## config.mk

```make
export PLATFORM = sky130hd
export DESIGN_NAME = vote_arbiter_flat
export DESIGN_NICKNAME = d
export VERILOG_FILES = /design/src/rtl/vote_pkg.sv /design/src/rtl/vote_arbiter_if.sv /design/src/rtl/vote_arbiter_majority3.sv /design/src/rtl/vote_arbiter.sv /design/src/flat_wrapper.sv
export SDC_FILE = /design/constraint.sdc
export NUM_CORES = 1
export LEC_CHECK = 0
export CORE_AREA = 2 2 60 62
export DETAILED_ROUTE_END_ITERATION = 8
export DIE_AREA = 0 0 62 64
export PLACE_DENSITY_LB_ADDON = 0.15
export SYNTH_ARGS = -nofsm -noshare
export SYNTH_HDL_FRONTEND = slang
export SYNTH_SLANG_ARGS = --single-unit
```

## constraint.sdc

```tcl
create_clock -name clk -period 2.6 [get_ports clk]
set_input_delay 0.52 -clock clk [delete_from_list [all_inputs] [get_ports clk]]
set_output_delay 0.52 -clock clk [all_outputs]
set_load 0.005 [all_outputs]
```

## src/rtl/vote_pkg.sv

```systemverilog
// Shared definitions for the vote arbiter: default sizes, slot state encoding
// and the index-width helper.
package vote_pkg;

  localparam int unsigned NREQ_DEF  = 4;
  localparam int unsigned CNT_W_DEF = 8;

  typedef enum logic {
    EMPTY = 1'b0,
    FULL  = 1'b1
  } slot_state_e;

  // Bits needed to index n requesters; never less than one.
  function automatic int unsigned vote_clog2(input int unsigned n);
    int unsigned r;
    r = 0;
    while ((32'd1 << r) < n) r++;
    return (r == 0) ? 1 : r;
  endfunction

endpackage

```

## src/rtl/vote_arbiter_if.sv

```systemverilog
// Requester and response channels of the vote arbiter, plus the ones counter.
interface vote_arbiter_if #(
  parameter int unsigned NREQ  = vote_pkg::NREQ_DEF,
  parameter int unsigned CNT_W = vote_pkg::CNT_W_DEF
);
  localparam int unsigned ID_W = vote_pkg::vote_clog2(NREQ);

  logic [NREQ-1:0]   req_valid;
  logic [3*NREQ-1:0] req_vote;
  logic [NREQ-1:0]   req_ready;
  logic              rsp_valid;
  logic              rsp_ready;
  logic [ID_W-1:0]   rsp_id;
  logic              rsp_out;
  logic [CNT_W-1:0]  ones_cnt;

  // Requesters and response consumer.
  modport master (
    output req_valid, req_vote, rsp_ready,
    input  req_ready, rsp_valid, rsp_id, rsp_out, ones_cnt
  );

  // The arbiter itself.
  modport slave (
    input  req_valid, req_vote, rsp_ready,
    output req_ready, rsp_valid, rsp_id, rsp_out, ones_cnt
  );
endinterface

```

## src/rtl/vote_arbiter_majority3.sv

```systemverilog
// Combinational 2-of-3 majority of a vote word.
module majority3 (
  input  logic [2:0] vote,
  output logic       maj_c
);
  assign maj_c = (vote[0] & vote[1]) | (vote[0] & vote[2]) | (vote[1] & vote[2]);
endmodule

```

## src/rtl/vote_arbiter.sv

```systemverilog
// Round-robin arbiter feeding one shared majority voter into a one-entry
// response slot, with a saturating count of "1" results.
module vote_arbiter
  import vote_pkg::*;
#(
  parameter int unsigned NREQ  = NREQ_DEF,
  parameter int unsigned CNT_W = CNT_W_DEF
) (
  input  logic         clk,
  input  logic         resetn,
  vote_arbiter_if.slave bus
);
  localparam int unsigned      ID_W    = vote_clog2(NREQ);
  localparam logic [CNT_W-1:0] CNT_MAX = '1;
  localparam logic [ID_W-1:0]  LAST_ID = ID_W'(NREQ - 1);

  slot_state_e      state;
  logic [ID_W-1:0]  ptr;
  logic [ID_W-1:0]  rsp_id_q;
  logic             rsp_out_q;
  logic [CNT_W-1:0] ones_cnt_q;

  logic             free;
  logic             gnt;
  logic [ID_W-1:0]  gnt_idx;
  logic [ID_W-1:0]  cand;
  logic [NREQ-1:0]  ready;
  logic [2:0]       vote_sel;
  logic             maj_c;

  // Slot can take a word if empty or draining this cycle; nothing is granted in reset.
  assign free = resetn & ((state == EMPTY) | bus.rsp_ready);

  // Round-robin search starting at ptr, wrapping at NREQ-1.
  always_comb begin
    gnt     = 1'b0;
    gnt_idx = '0;
    cand    = '0;
    ready   = '0;
    for (int unsigned k = 0; k < NREQ; k++) begin
      cand = ID_W'((32'(ptr) + k) % NREQ);
      if (!gnt && free && bus.req_valid[cand]) begin
        gnt     = 1'b1;
        gnt_idx = cand;
      end
    end
    if (gnt) ready[gnt_idx] = 1'b1;
  end

  // Grant mux into the single shared voter.
  always_comb begin
    vote_sel = '0;
    for (int unsigned i = 0; i < NREQ; i++) begin
      if (ID_W'(i) == gnt_idx) vote_sel = bus.req_vote[3*i +: 3];
    end
  end

  majority3 u_majority3 (
    .vote  (vote_sel),
    .maj_c (maj_c)
  );

  // Slot state, response payload, pointer and counter.
  always_ff @(posedge clk or negedge resetn) begin
    if (!resetn) begin
      state      <= EMPTY;
      ptr        <= '0;
      rsp_id_q   <= '0;
      rsp_out_q  <= 1'b0;
      ones_cnt_q <= '0;
    end else begin
      case (state)
        EMPTY:   if (gnt) state <= FULL;
        FULL:    if (bus.rsp_ready && !gnt) state <= EMPTY;
        default: state <= EMPTY;
      endcase
      if (gnt) begin
        ptr       <= (gnt_idx == LAST_ID) ? '0 : gnt_idx + ID_W'(1);
        rsp_id_q  <= gnt_idx;
        rsp_out_q <= maj_c;
        if (maj_c && (ones_cnt_q != CNT_MAX)) ones_cnt_q <= ones_cnt_q + CNT_W'(1);
      end
    end
  end

  assign bus.req_ready = ready;
  assign bus.rsp_valid = (state == FULL);
  assign bus.rsp_id    = rsp_id_q;
  assign bus.rsp_out   = rsp_out_q;
  assign bus.ones_cnt  = ones_cnt_q;

endmodule
```

## src/flat_wrapper.sv

```systemverilog
// flat-port wrapper written by rule: the top's interface ports become plain ports
module vote_arbiter_flat import vote_pkg::*;
#(
  parameter int unsigned NREQ  = NREQ_DEF,
  parameter int unsigned CNT_W = CNT_W_DEF
)
  (clk, resetn, bus_req_valid, bus_req_vote, bus_rsp_ready, bus_req_ready, bus_rsp_valid, bus_rsp_id, bus_rsp_out, bus_ones_cnt);
  vote_arbiter_if #(.NREQ(NREQ), .CNT_W(CNT_W)) bus_i ();
  input  logic clk;
  input  logic resetn;
  input wire logic [$bits(bus_i.req_valid)-1:0] bus_req_valid;
  input wire logic [$bits(bus_i.req_vote)-1:0] bus_req_vote;
  input wire logic [$bits(bus_i.rsp_ready)-1:0] bus_rsp_ready;
  output wire logic [$bits(bus_i.req_ready)-1:0] bus_req_ready;
  output wire logic [$bits(bus_i.rsp_valid)-1:0] bus_rsp_valid;
  output wire logic [$bits(bus_i.rsp_id)-1:0] bus_rsp_id;
  output wire logic [$bits(bus_i.rsp_out)-1:0] bus_rsp_out;
  output wire logic [$bits(bus_i.ones_cnt)-1:0] bus_ones_cnt;
  assign bus_i.req_valid = bus_req_valid;
  assign bus_i.req_vote = bus_req_vote;
  assign bus_i.rsp_ready = bus_rsp_ready;
  assign bus_req_ready = bus_i.req_ready;
  assign bus_rsp_valid = bus_i.rsp_valid;
  assign bus_rsp_id = bus_i.rsp_id;
  assign bus_rsp_out = bus_i.rsp_out;
  assign bus_ones_cnt = bus_i.ones_cnt;
  vote_arbiter #(.NREQ(NREQ), .CNT_W(CNT_W)) u_core (.clk(clk), .resetn(resetn), .bus(bus_i));
endmodule
```

### Word-level counts from Yosys, hierarchy flattened

Index checks and enable logic that the tools add are counted.

* order comparisons: 6
* bitwise operators: 8
* $add $sub $neg: 5
* muxes and demuxes: 27
* reductions and logical operators: 16
* eq/ne operators: 5

Operators with widths (count)
* < comparator 2 x 3 -> 1 bit (second input constant): 5
* two-way mux 3 bit: 4
* two-way mux 1 bit: 11
* logical AND 1 bit: 10
* two-way mux 2 bit: 5
* adder 8 x 1 -> 8 bit (second input constant): 1
* binary-select mux 1 bit (select 2 bit): 4
* != test 8 bit (second input constant): 1
* adder 2 x 1 -> 2 bit (second input constant): 2
* adder 2 bit (second input constant): 2
* AND 1 bit: 4
* equality test 2 bit (first input constant): 2
* logical NOT 1 bit: 4
* two-way mux 4 bit: 1
* bitwise OR 1 bit: 3
* demux 1 bit (select 2 bit): 1
* equality test 1 x 2 -> 1 bit (first input constant): 1
* equality test 2 bit (second input constant): 1
* >= comparator 2 x 1 -> 1 bit (second input constant): 1
* logical NOT 2 bit: 1
* one-hot mux 1 bit (2 select lines): 1
* AND reduction 2 bit: 1
* inverter 1 bit: 1

* logic and storage cells: 72
* output and inout port bits: 16
* flip-flop bits (word level): 14
* input bits: 19

### Logic depth before layout (Yosys ltp)

Gate-level depths: netlist of the first run.

* word-level depth: 27
* mapped depth: 12
* mapped depth without buffers: 11

### By module

Synthesis of the first run repeated with hierarchy kept, for this count alone.

* cells, all modules: 88
* area total of the unflattened synthesis: 917.1 um^2

Modules (own cells, without submodules)
* vote_arbiter: cells each 87, area an instance 905.9 um^2, times used 1, sequential area each 350.3 um^2
* majority3: cells each 1, area an instance 11.3 um^2, times used 1, sequential area each 0.0 um^2

### Worst setup path before layout of the first run

OpenSTA, ideal clock, no wires.

* path type: input to register
* start: in bus_req_valid[1]
* end: reg u_core.ones_cnt_q[1], in the netlist u_core.bus.ones_cnt[1]
* data required time: 2473 ps
* data arrival time: 2491 ps
* stages: 11
* path slack: -18 ps
* library setup time: 127 ps
* path buffers: 1
* path through: buf_2 nor3b_1 a311oi_1 nor2_1 o21ba_1 ha_1 inv_1 o2111ai_1 a41oi_2 nand2_2 mux2_1

* word-level cells in the longest chain between the ends: 26
* elaborated cells on any way between the ends: 41
* those cells by class: 3 x eq/ne; 20 x mux; 5 x bitwise; 13 x reduce/logical

RTL lines
* start, declared: RTL line flat_wrapper.sv:11 `input wire logic [$bits(bus_i.req_valid)-1:0] bus_req_valid;`
* binary-select mux 1 bit (select 2 bit): RTL line vote_arbiter.sv:42 `if (!gnt && free && bus.req_valid[cand]) begin`
* two-way mux 1 bit (not written as such): RTL line vote_arbiter.sv:42
* logical AND 1 bit: RTL line vote_arbiter.sv:42
* two-way mux 1 bit: RTL line vote_arbiter.sv:42
* logical NOT 1 bit: RTL line vote_arbiter.sv:42
* logical AND 1 bit (2 in series): RTL line vote_arbiter.sv:42
* two-way mux 1 bit: RTL line vote_arbiter.sv:42
* logical NOT 1 bit: RTL line vote_arbiter.sv:42
* [7 not listed]
* net u_core.gnt_idx[0]: RTL line vote_arbiter.sv:25 `logic [ID_W-1:0] gnt_idx;`
* logical NOT 2 bit: RTL line vote_arbiter.sv:54 `if (ID_W'(i) == gnt_idx) vote_sel = bus.req_vote[3*i +: 3];`
* two-way mux 3 bit (3 in series): RTL line vote_arbiter.sv:54
* two-way mux 3 bit (*): RTL line vote_arbiter.sv:54
* AND 1 bit: RTL line vote_arbiter_majority3.sv:6 `assign maj_c = (vote[0] & vote[1]) | (vote[0] & vote[2]) | (vote[1] & vote[2]);`
* bitwise OR 1 bit: RTL line vote_arbiter_majority3.sv:6
* bitwise OR 1 bit (*): RTL line vote_arbiter_majority3.sv:6
* logical AND 1 bit (*): RTL line vote_arbiter.sv:81 `if (maj_c && (ones_cnt_q != CNT_MAX)) ones_cnt_q <= ones_cnt_q + CNT_W'(1);`
* AND reduction 2 bit (no source line) (*)
* end signal, assigned: RTL line vote_arbiter.sv:81
* end, declared: RTL line vote_arbiter.sv:21 `logic [CNT_W-1:0] ones_cnt_q;`

The timed path passes the listed nets; every way through them passes the cells marked *. The select of a mux whose other input is x is not followed.
A chain may end at the register's enable or synchronous reset.

### Worst setup path in the final report of the first run

* start: in bus_req_valid[2]
* end: out bus_req_ready[3]

* word-level cells in the longest chain between the ends: 21
* elaborated cells on any way between the ends: 32
* those cells by class: 2 x order compare; 19 x mux; 11 x reduce/logical

RTL lines
* binary-select mux 1 bit (select 2 bit): RTL line vote_arbiter.sv:42
* two-way mux 1 bit (not written as such): RTL line vote_arbiter.sv:42
* logical AND 1 bit: RTL line vote_arbiter.sv:42
* two-way mux 1 bit: RTL line vote_arbiter.sv:42
* logical NOT 1 bit: RTL line vote_arbiter.sv:42
* logical AND 1 bit (2 in series): RTL line vote_arbiter.sv:42
* two-way mux 1 bit: RTL line vote_arbiter.sv:42
* logical NOT 1 bit: RTL line vote_arbiter.sv:42
* [4 not listed]
* logical AND 1 bit (2 in series): RTL line vote_arbiter.sv:42
* two-way mux 2 bit (*): RTL line vote_arbiter.sv:42
* net u_core.gnt_idx[0]: RTL line vote_arbiter.sv:25
* < comparator 2 x 3 -> 1 bit (not written as such) / >= comparator 2 x 1 -> 1 bit (equally long branches): RTL line vote_arbiter.sv:47 `if (gnt) ready[gnt_idx] = 1'b1;`
* logical AND 1 bit (not written as such): RTL line vote_arbiter.sv:47
* two-way mux 1 bit (not written as such): RTL line vote_arbiter.sv:47
* demux 1 bit (select 2 bit) (*)
* two-way mux 4 bit (*): RTL line vote_arbiter.sv:47
* end, declared: RTL line flat_wrapper.sv:14 `output wire logic [$bits(bus_i.req_ready)-1:0] bus_req_ready;`

Marked as above.

==> impl_summary.log, run 1 <==
[metrics] outcome: finished, final reports clean
[metrics] Synth Net Count: 126
[metrics] Crit Path Class: in -> out
[metrics] cell taking the most area after synthesis: sky130_fd_sc_hd__dfrtp_1
[metrics] pins over their slew limit: 0
[metrics] # setup viols final: 0
[metrics] # port buffers: 34
[metrics] CP endpoint kind: output port
[metrics] CTS tree: done
[metrics] power per standard cell area: ~740 nW/um^2
[metrics] Setup Skew: 0.004245 ns
[metrics] chip width: 62 um
[metrics] total iterations of the first detailed-routing run: 5
[metrics] unrepaired setup endpoints after global routing: true
[metrics] pin count of the biggest net entering global routing: 17
[metrics] Routed wire per std cell: ~13 um
[metrics] async set-or-reset flop fraction in the synthesized netlist: 1.000
[metrics] final antenna-violating net count: 0
[metrics] required time at the worst-slack endpoint: 2.08 ns
[metrics] GP Congestion: between 0.8 and 0.9
[metrics] clock latency reported for the late side of the worst-skew pair: 0.27 ns
[metrics] post-route setup slack: 0.01747 ns
[metrics] pre-CTS setup slack: -0.5959 ns
[metrics] cell-internal power: approximately 0.00088 W
[metrics] post-synthesis sequential area ratio: 0.3718
[metrics] Area Overhead vs Synth: 94.69%
[metrics] Layout Cells excl Fill: 220
[metrics] # placed instances: ~200
[metrics] pin slew with the least headroom to its limit: roughly 0.28 ns
[metrics] count of antenna diodes in the layout: 0
[metrics] maximum frequency from static timing analysis: between 0.3 and 0.4 GHz
[metrics] Via-to-Cell Ratio: 4.582
[metrics] post-synthesis register bit count: 14
[metrics] leakage power of the design: approximately 0.77 nW
[metrics] Syn Inst Count: between 100 and 150
[metrics] Bufs and invs on worst path: 4
[metrics] portion of total power attributed to combinational logic: 0.602
[metrics] class of the worst hold path: reg -> reg
[metrics] Worst-path clk slew: ~0.080 ns
[metrics] clock buffer depth: 2
[metrics] Period minus WS final: ~2.6 ns
[metrics] Synth top area share: 0.3718
[metrics] number of flops mapped to enable cells by yosys: 0
[metrics] Crit path arrival time: 2.06 ns
[metrics] height of the chip: ~64 um
[metrics] total of warnings raised by yosys: 0
[metrics] commonest register cell after synthesis: sky130_fd_sc_hd__dfrtp_1
[metrics] Std-Cell Rows: 21
[metrics] Worst path slowest cell: sky130_fd_sc_hd__nor4b_2
[metrics] Synth cell types: 35
[metrics] placeable core area: 3284 um^2
[metrics] hold violation count in the final report: 0
[metrics] via count: 1008
[metrics] total clock buffers created by CTS: 3
[metrics] clock tree root buffer cell: sky130_fd_sc_hd__clkbuf_4
[metrics] count of unresolved DRC violations after routing: 0
[metrics] GRT Residual Overflow: 0
[metrics] largest voltage drop on the vdd net: around 0.53 mV
[metrics] full die area: 3968 um^2
[metrics] area of the mapped netlist: roughly 940 um^2
[metrics] TritonCTS Sinks: 14
[metrics] WHS: approximately 0.48 ns
[metrics] highest cell delay on the worst timing path: 0.30 ns
[metrics] Starting DRT DRC Count: 57
[metrics] post-synthesis area per instance: about 9.2 um^2
[metrics] initial cell density of the core: 0.2869
[metrics] fillcell total: 298
[metrics] wirelength, routed: about 2900 um
[metrics] antenna violations before repair: 0
[metrics] fraction of power consumed by the clock network: 0.114
[metrics] tightest slew margin relative to the limit: 0.8106
[metrics] ranking of synthesized cells by area: sky130_fd_sc_hd__dfrtp_1 37%, sky130_fd_sc_hd__ha_1 6.6%, sky130_fd_sc_hd__xnor2_1 6.5%, sky130_fd_sc_hd__nand3_1 4.2%, sky130_fd_sc_hd__nand2_1 4.0%
[metrics] count of H-tree levels built during CTS: 1
[metrics] total global routing track utilization: 0.1462
[metrics] Critical Path Source Type: primary input
[metrics] sequential cell fraction of total power: 0.284
[metrics] period utilization: 0.9933
[metrics] total net switching power: about 0.00048 W
[metrics] via count of the first global-routing pass: roughly 1000
[metrics] cell family with the largest share of critical-path delay: buffers and inverters
[metrics] wire length of the first global-routing pass: between 4000 and 5000 um
[metrics] count of max-cap constraint violations: 0
[metrics] crit-path max FO: 4
[metrics] Layout Utilization: 0.5585
[metrics] share of total power consumed by net switching: 0.3539
[metrics] ports placed on the boundary: 35
[metrics] HPWL after detailed placement: ~1900 um
[metrics] fraction of layout instances using a drive strength above 1: 0.4943
[metrics] final net count: between 150 and 200
[metrics] crit path cell chain: dlygate4sd2_1 > nor4b_2 > a311oi_2 > nor2_1 > o21ba_2 > buf_6 > ha_4 > inv_2 > nor2_2 > clkdlybuf4s15_2
[registers in the layout, indices dropped and copies added, names as in the netlist]
name	cells
u_core.bus.ones_cnt	8
u_core.bus.rsp_out	1
u_core.ptr	2
u_core.bus.rsp_id	2
u_core.bus.rsp_valid	1
[power groups by stage]
stage               Combinational [W]  Clock, W  Sequential (W)
floorplan                    0.000248         0        0.000353
global placement             0.000554         0        0.000368
detailed placement           0.000558         0        0.000369
CTS                          0.000685  0.000161        0.000375
global route                 0.000882  0.000174        0.000399
finish                       0.000818  0.000154        0.000386
[through the flow]
stage	area [um^2]	power, W	setup TNS, ns
final	1834	0.001358	0
after CTS	1703	0.001221	-0.1359
after global routing	1834	0.001456	-0.5139
after floorplan	942.2	0.0006013	0
after global placement	1495	0.0009222	-6.578
after detailed placement	1495	0.0009275	-6.968
[metal layers]
metal  routed length, um  global-route usage  vias up
met5                   0                   0        -
met4                  10             0.04787        0
met3                  47             0.01822        2
met2                1588              0.2474       12
met1                1217              0.1859      488
li1                    -                   -      506
[cell type report]
class / count / area (um^2) / area share
multi-input cells: 79 / 744.5 / 0.4059
inverters: 7 / 31.28 / 0.01705
well taps: 46 / 57.56 / 0.03138
repair buffers: 70 / 611.8 / 0.3336
clock buffers: 4 / 36.28 / 0.01978
flip-flops and latches: 14 / 352.8 / 0.1924
[repair_timing]
action,CTS,global route
pin swaps,8,9
hold buffers,0,0
setup endpoints to repair,13,13
buffers inserted,10,4
gates resized for setup,43,30
cloned,0,0
[layout by cell type, fill, tap and decap left out, types with 4 or more instances in the layout]
cell type / count
sky130_fd_sc_hd__buf_4: 31
sky130_fd_sc_hd__buf_6: 6
sky130_fd_sc_hd__clkdlybuf4s50_1: 26
sky130_fd_sc_hd__dfrtp_1: 12
sky130_fd_sc_hd__ha_4: 4
sky130_fd_sc_hd__inv_2: 4
sky130_fd_sc_hd__nand2_1: 9
sky130_fd_sc_hd__nand3_1: 4
sky130_fd_sc_hd__nand3_2: 4
sky130_fd_sc_hd__nor2_1: 5
sky130_fd_sc_hd__xnor2_1: 6
[synth_stat cells (2+ instances only)]
master	n
sky130_fd_sc_hd__nand2_1	10
sky130_fd_sc_hd__a311oi_1	2
sky130_fd_sc_hd__nand3_1	8
sky130_fd_sc_hd__nand2b_1	2
sky130_fd_sc_hd__nand4_1	3
sky130_fd_sc_hd__buf_2	2
sky130_fd_sc_hd__xnor2_1	7
sky130_fd_sc_hd__a21oi_1	4
sky130_fd_sc_hd__inv_1	6
sky130_fd_sc_hd__ha_1	5
sky130_fd_sc_hd__nor2_1	7
sky130_fd_sc_hd__nor2b_1	2
sky130_fd_sc_hd__maj3_1	3
sky130_fd_sc_hd__and3_1	3
sky130_fd_sc_hd__a21o_1	2
sky130_fd_sc_hd__dfrtp_1	14
sky130_fd_sc_hd__and2_1	3
sky130_fd_sc_hd__o22ai_1	2
[logic make-up (layout without fill, tap and decap cells)]
| logic type | count (synthesis) | in the layout | share of synthesized area |
|---|---|---|---|
| DFF | 14 | 14 | 0.3719 |
| xor gates and xnor gates | 7 | 7 | 0.06507 |
| and+or+nand+nor | 46 | 46 | 0.2776 |
| muxes | 2 | 2 | 0.02258 |
| AOI/OAI and AO/OA | 16 | 16 | 0.1262 |
| buffers and inverters | 9 | 81 | 0.03851 |
| adders and majority gates | 8 | 8 | 0.09827 |
[worst paths after layout]
kind	startpoint	end	slack, ns	cells past startpoint
max	bus_req_valid[2]	bus_req_ready[3]	0.02	10
min	u_core.bus.rsp_id[1]	u_core.bus.rsp_id[1]	0.48	1
max reg2reg	u_core.ptr[1]	u_core.bus.ones_cnt[1]	0.07	13
min reg2reg	u_core.bus.rsp_id[1]	u_core.bus.rsp_id[1]	0.48	1
max in group asynchronous	resetn	u_core.ptr[0]	1.78	2
min in group asynchronous	resetn	u_core.bus.ones_cnt[6]	0.62	2
No activity file was read; power rests on OpenSTA's default activity.
==> run 2, diff against run 1 <==
Settings changed: CORE_AREA 2 2 60 62 to 4 4 62 64, DIE_AREA 0 0 62 64 to 0 0 66 68, GPL_TIMING_DRIVEN set to 0.
==> impl_summary.log, run 2 (same netlist as run 1, synthesis figures left out) <==
[metrics] pin count of the biggest net entering global routing: 18 (+1)
[metrics] portion of total power attributed to combinational logic: 0.584 (-0.018)
[metrics] GP Congestion: 0.7884 (-5.4%)
[metrics] final antenna-violating net count: 0 (unchanged)
[metrics] full die area: 4488 um^2 (+13%)
[metrics] pin slew with the least headroom to its limit: 0.4392 ns (+0.1558 ns)
[metrics] antenna violations before repair: 0 (unchanged)
[metrics] Critical Path Source Type: flop
[metrics] crit-path max FO: 5 (+1)
[metrics] Period minus WS final: 2.598 ns (+0.01593 ns)
[metrics] total global routing track utilization: 0.1098 (-0.03642)
[metrics] Final Power: 0.001182 W (-13%)
[metrics] Via-to-Cell Ratio: 4.755 (+3.8%)
[metrics] final net count: 172 (-14%)
[metrics] most frequent standard cell in the layout excluding fill and tap cells: sky130_fd_sc_hd__clkdlybuf4s50_1
[metrics] total iterations of the first detailed-routing run: 3 (-2)
[metrics] Crit path arrival time: 2.08 ns (+0.02 ns)
[metrics] fraction of layout instances using a drive strength above 1: 0.3767 (-0.1175)
[metrics] share of total power consumed by net switching: 0.3783 (+0.02442)
[metrics] hold bufs inserted after CTS: 0 (unchanged)
[metrics] Area Overhead vs Synth: 73.84%
[metrics] sequential cell fraction of total power: 0.316 (+0.032)
[metrics] Routed wire per std cell: 13.21 um (+1.5%)
[metrics] hold violation count in the final report: 0 (unchanged)
[metrics] leakage power of the design: 0.6578 nW (-15%)
[metrics] flip-flop count of the largest register after layout: 8 (unchanged)
[metrics] Layout Utilization: 0.4987 (-0.05981)
[metrics] count of H-tree levels built during CTS: 1 (unchanged)
[metrics] # port buffers: 33 (-2.9%)
[metrics] setup slack, reg-to-reg: 0.002 ns (-0.07 ns)
[metrics] # setup viols final: 0 (unchanged)
[metrics] HPWL after detailed placement: 1703 um (-11%)
[metrics] class of the worst hold path: in -> async
[metrics] total clock buffers created by CTS: 3 (unchanged)
[metrics] initial cell density of the core: 0.2869 (unchanged)
[metrics] number of cells on the worst reg-to-reg path: 12 (-1)
[metrics] Crit Path Class: reg -> out
[metrics] Worst-path clk slew: 0.08 ns (about the same)
[metrics] via count: 913 (-9.4%)
[metrics] outcome: finished, final reports clean
[metrics] period utilization: 0.9994 (+0.006126)
[metrics] total net switching power: 0.0004470 W (-7.0%)
[metrics] Reg2Reg Capture Point: u_core.bus.ones_cnt[5]
[metrics] count of antenna diodes in the layout: 0 (unchanged)
[metrics] height of the chip: 68 um (+6.3%)
[metrics] unrepaired setup endpoints after global routing: true
[metrics] tightest slew margin relative to the limit: 0.7072 (-0.1034)
[metrics] clock tree root buffer cell: sky130_fd_sc_hd__clkbuf_4
[metrics] pins over their slew limit: 0 (unchanged)
[metrics] fraction of power consumed by the clock network: 0.100 (-0.014)
[metrics] post-route setup slack: 0.001539 ns (-0.01593 ns)
[metrics] cell-internal power: 0.0007345 W (-16%)
[metrics] Std-Cell Rows: 21 (unchanged)
[metrics] required time at the worst-slack endpoint: 2.08 ns (about the same)
[metrics] Setup Skew: 0.006269 ns (+0.002024 ns)
[metrics] wire length of the first global-routing pass: 3877 um (-13%)
[metrics] count of unresolved DRC violations after routing: 0 (unchanged)
[metrics] CP endpoint kind: output port
[metrics] pre-CTS setup slack: -1.125 ns (-0.5288 ns)
[metrics] CTS tree: done
[metrics] clock buffer depth: 2 (unchanged)
[metrics] clock latency reported for the late side of the worst-skew pair: 0.27 ns (about the same)
[metrics] wirelength, routed: 2537 um (-11%)
[metrics] leading cell types in the layout, fill and taps excluded: 25 x sky130_fd_sc_hd__clkdlybuf4s50_1, 13 x sky130_fd_sc_hd__dfrtp_1, 9 x sky130_fd_sc_hd__nand2_1
[metrics] startpoint of the worst register-to-register path: u_core.ptr[1]
[metrics] chip width: 66 um (+6.5%)
[metrics] via count of the first global-routing pass: 909 (-11%)
[metrics] count of max-cap constraint violations: 0 (unchanged)
[metrics] largest voltage drop on the vdd net: 0.4785 mV (-8.9%)
[metrics] GRT Residual Overflow: 0 (unchanged)
[metrics] Starting DRT DRC Count: 19 (-67%)
[metrics] power per standard cell area: 721.4 nW/um^2 (-2.6%)
[metrics] maximum frequency from static timing analysis: 0.3848 GHz (-0.61%)
[metrics] placeable core area: 3284 um^2 (unchanged)
[metrics] ports placed on the boundary: 35 (unchanged)
[metrics] TritonCTS Sinks: 14 (unchanged)
## run 2: changes by cell type in the layout (fill, tap and decap cells not counted), moves of 2 or more
| cell | delta |
|---|---|
| sky130_fd_sc_hd__buf_4 | -26 |
| sky130_fd_sc_hd__inv_4 | +2 |
| sky130_fd_sc_hd__a21oi_1 | +2 |
| sky130_fd_sc_hd__inv_2 | -3 |
| sky130_fd_sc_hd__clkdlybuf4s15_1 | +2 |
| sky130_fd_sc_hd__nand3_4 | +2 |
| sky130_fd_sc_hd__a21oi_2 | -2 |
## run 2: critical path, cell delays in order (launching register included)
cell	delay, ns
sky130_fd_sc_hd__dfrtp_2	0.46
sky130_fd_sc_hd__nor2b_4	0.15
sky130_fd_sc_hd__a311oi_2	0.36
sky130_fd_sc_hd__nor2_1	0.11
sky130_fd_sc_hd__o21ba_4	0.21
sky130_fd_sc_hd__buf_6	0.13
sky130_fd_sc_hd__inv_6	0.06
sky130_fd_sc_hd__ha_4	0.13
sky130_fd_sc_hd__and2_4	0.14
sky130_fd_sc_hd__buf_6	0.08
## run 2: metal layers
layer,share of wire,vias up,GRT usage
met5,0,-,0
met4,0.011,0,0.04315
met3,0.022,4,0.02299
met2,0.55,12,0.1977
met1,0.42,447,0.1274
li1,-,450,-
## run 2: timing repair
item,CTS,global route
buffers inserted,8,1
setup endpoints to repair,13,12
pin swaps,6,15
endpoints found under the hold margin,0,0
gates resized for setup,56,23
## run 2: cell type report
type                    count  area (um^2)
repair buffers             42        401.6
multi-input cells          79        763.2
clock buffers               3        22.52
well taps                  46        57.56
fillers                   313         1647
flip-flops and latches     14        351.6
inverters                   7        36.28
plain buffers               1        5.005
## run 2: metrics by stage
stage / hold WS, ns / instance area (um^2) / cells / setup TNS, ns
finish: 0.2688 / 1638 / 192 / 0
global route: 0.2954 / 1638 / 192 / -0.5701
CTS: 0.2795 / 1535 / 191 / -0.01458
detailed placement: 0.4690 / 1330 / 181 / -13.08
global placement: 0.4615 / 1330 / 181 / -13.40
floorplan: 0.2244 / 942.2 / 102 / 0
## run 2: worst max path at each step
stage | start | endpoint | slack [ns] | depth (start not counted)
final | u_core.ptr[1] | bus_req_ready[0] | 0.002 | 9
after global routing | u_core.ptr[1] | u_core.bus.ones_cnt[5] | -0.08 | 12
after CTS | u_core.ptr[1] | bus_req_ready[1] | -0.01 | 9
after detailed placement | resetn | u_core.bus.ones_cnt[1] | -1.12 | 10
after global placement | resetn | u_core.bus.ones_cnt[1] | -1.14 | 10
after floorplan | bus_req_valid[1] | u_core.bus.ones_cnt[1] | 0.01 | 11
## run 2: power groups by stage
| stage | combinational [W] | clock [W] | sequential, W |
|---|---|---|---|
| global placement | 0.000462 | 0 | 0.000356 |
| global route | 0.000742 | 0.000138 | 0.000387 |
| floorplan | 0.000248 | 0 | 0.000353 |
| CTS | 0.000597 | 0.000124 | 0.000368 |
| finish | 0.000690 | 0.000118 | 0.000374 |
| detailed placement | 0.000465 | 0 | 0.000357 |
==> edit, RTL diff (config.mk and constraints of run 1) <==
Make the reset (`resetn`) synchronous in one clocked block.
--- a/src/rtl/vote_arbiter.sv
+++ b/src/rtl/vote_arbiter.sv
@@ -62,5 +62,5 @@
 
   // Slot state, response payload, pointer and counter.
-  always_ff @(posedge clk or negedge resetn) begin
+  always_ff @(posedge clk) begin
     if (!resetn) begin
       state      <= EMPTY;
Formal check against the unedited RTL: differs if resetn is asserted again (counterexample within 4 cycles, from zero or initial values and one cycle with resetn low); with resetn held inactive, the same outputs for 10 cycles.
==> edit against run 1 <==
Sequential share of layout area down 1.9 points; via count up 0.60%; setup slack better by 32 ps; non-clock buffer count down 16; synthesized cell count up 8.8%; area after synthesis up 4.9%; wire length down 7.3%; critical path depth up 3; cell area down 12%; sequential cell count unchanged; clock skew up 5.4 ps.
Power is not compared: it rests on default switching activity, and its combinational part moved more than twofold at a synthesized area within 25%.
==> edit: results (changes against run 1) <==
<table>
<tr><th>Metric</th><th>Value</th></tr>
<tr><th colspan="2">Synthesis</th></tr>
<tr><td>Post-synth ARST share</td><td>0 (-1.000)</td></tr>
<tr><td>Library cells used by synthesis</td><td>40 (+14%)</td></tr>
<tr><td>Average footprint of a synthesized cell</td><td>8.905 um2 (-3.6%)</td></tr>
<tr><td>Sequential fraction of the synthesis area</td><td>0.2835 (-0.08830)</td></tr>
<tr><td>Ranking of synthesized cells by area</td><td>sky130_fd_sc_hd__dfxtp_1 28%, sky130_fd_sc_hd__nand2_1 6.8%, sky130_fd_sc_hd__ha_1 6.3%</td></tr>
<tr><th colspan="2">Clock tree</th></tr>
<tr><td>Buffers inserted by post-CTS timing repair</td><td>6 (-4)</td></tr>
<tr><td>Clk Latency, worst-skew pair</td><td>290 ps (+20 ps)</td></tr>
<tr><th colspan="2">Detailed routing</th></tr>
<tr><td>First DRT Iteration DRCs</td><td>19 (-67%)</td></tr>
<tr><td>Final Routed Wirelength</td><td>2657 um (-7.3%)</td></tr>
<tr><td>Detailed route wirelength on metal2</td><td>1321 um (-17%)</td></tr>
<tr><td>Wire length on met3</td><td>162 um (+240%)</td></tr>
<tr><td>Vias after detailed routing</td><td>1,014 (+0.60%)</td></tr>
<tr><td>DRT Pass-1 Iters</td><td>4 (-1)</td></tr>
<tr><th colspan="2">Worst setup path</th></tr>
<tr><td>Worst setup startpoint</td><td>bus_rsp_ready</td></tr>
<tr><td>Reg2reg setup slack</td><td>180 ps (+110 ps)</td></tr>
<tr><td>CP max stage delay</td><td>400 ps (+100 ps)</td></tr>
<tr><th colspan="2">Layout</th></tr>
<tr><td># nets final</td><td>192 (-3.5%)</td></tr>
<tr><td>Layout fillers</td><td>332 (+11%)</td></tr>
<tr><th colspan="2">Worst hold path</th></tr>
<tr><td>Worst hold stages</td><td>2 (+1)</td></tr>
<tr><td>Hold Crit Start</td><td>u_core.bus.rsp_id[0]</td></tr>
<tr><td>Worst-case hold path end point</td><td>u_core.bus.rsp_id[0]</td></tr>
<tr><th colspan="2">STA</th></tr>
<tr><td>Final worst-path cycle share</td><td>0.9808 (-0.01245)</td></tr>
<tr><td>Slew at the pin closest to its max-slew limit</td><td>356.9 ps (+73.49 ps)</td></tr>
<tr><td>Setup Skew</td><td>9.671 ps (+5.426 ps)</td></tr>
<tr><td>Worst hold slack across all endpoints</td><td>469.0 ps (-9.333 ps)</td></tr>
<tr><th colspan="2">Status</th></tr>
<tr><td>Run status</td><td>finished, final reports clean</td></tr>
<tr><th colspan="2">Place</th></tr>
<tr><td>Post-DP Area</td><td>1461 um2 (-2.3%)</td></tr>
<tr><td>GP Congestion</td><td>0.7601 (-8.8%)</td></tr>
</table>
edit: changes by cell type after synthesis, moves of 4 or more:
cell / run 1 / this run
sky130_fd_sc_hd__mux2i_1: 1 / 6
sky130_fd_sc_hd__dfrtp_1: 14 / 0
sky130_fd_sc_hd__nand3_1: 8 / 3
sky130_fd_sc_hd__nand2_1: 10 / 18
sky130_fd_sc_hd__xnor2_1: 7 / 0
sky130_fd_sc_hd__dfxtp_1: 0 / 14
sky130_fd_sc_hd__o21ai_0: 0 / 4
edit: report_power, final:
group          switching [mW]  total [mW]  internal (mW)
clock network          0.0733       0.159         0.0853
logic                  0.0967       0.227          0.130
registers              0.0139       0.242          0.228
edit: final cells by class:
type / count / area [um2] / share of cell area
clock buffer: 4 / 36.28 / 0.02238
multi-input combinational: 88 / 745.7 / 0.4599
timing repair buffer: 54 / 474.2 / 0.2924
inverter: 7 / 26.28 / 0.01620
sequential: 14 / 281.5 / 0.1736
tap: 46 / 57.56 / 0.03549
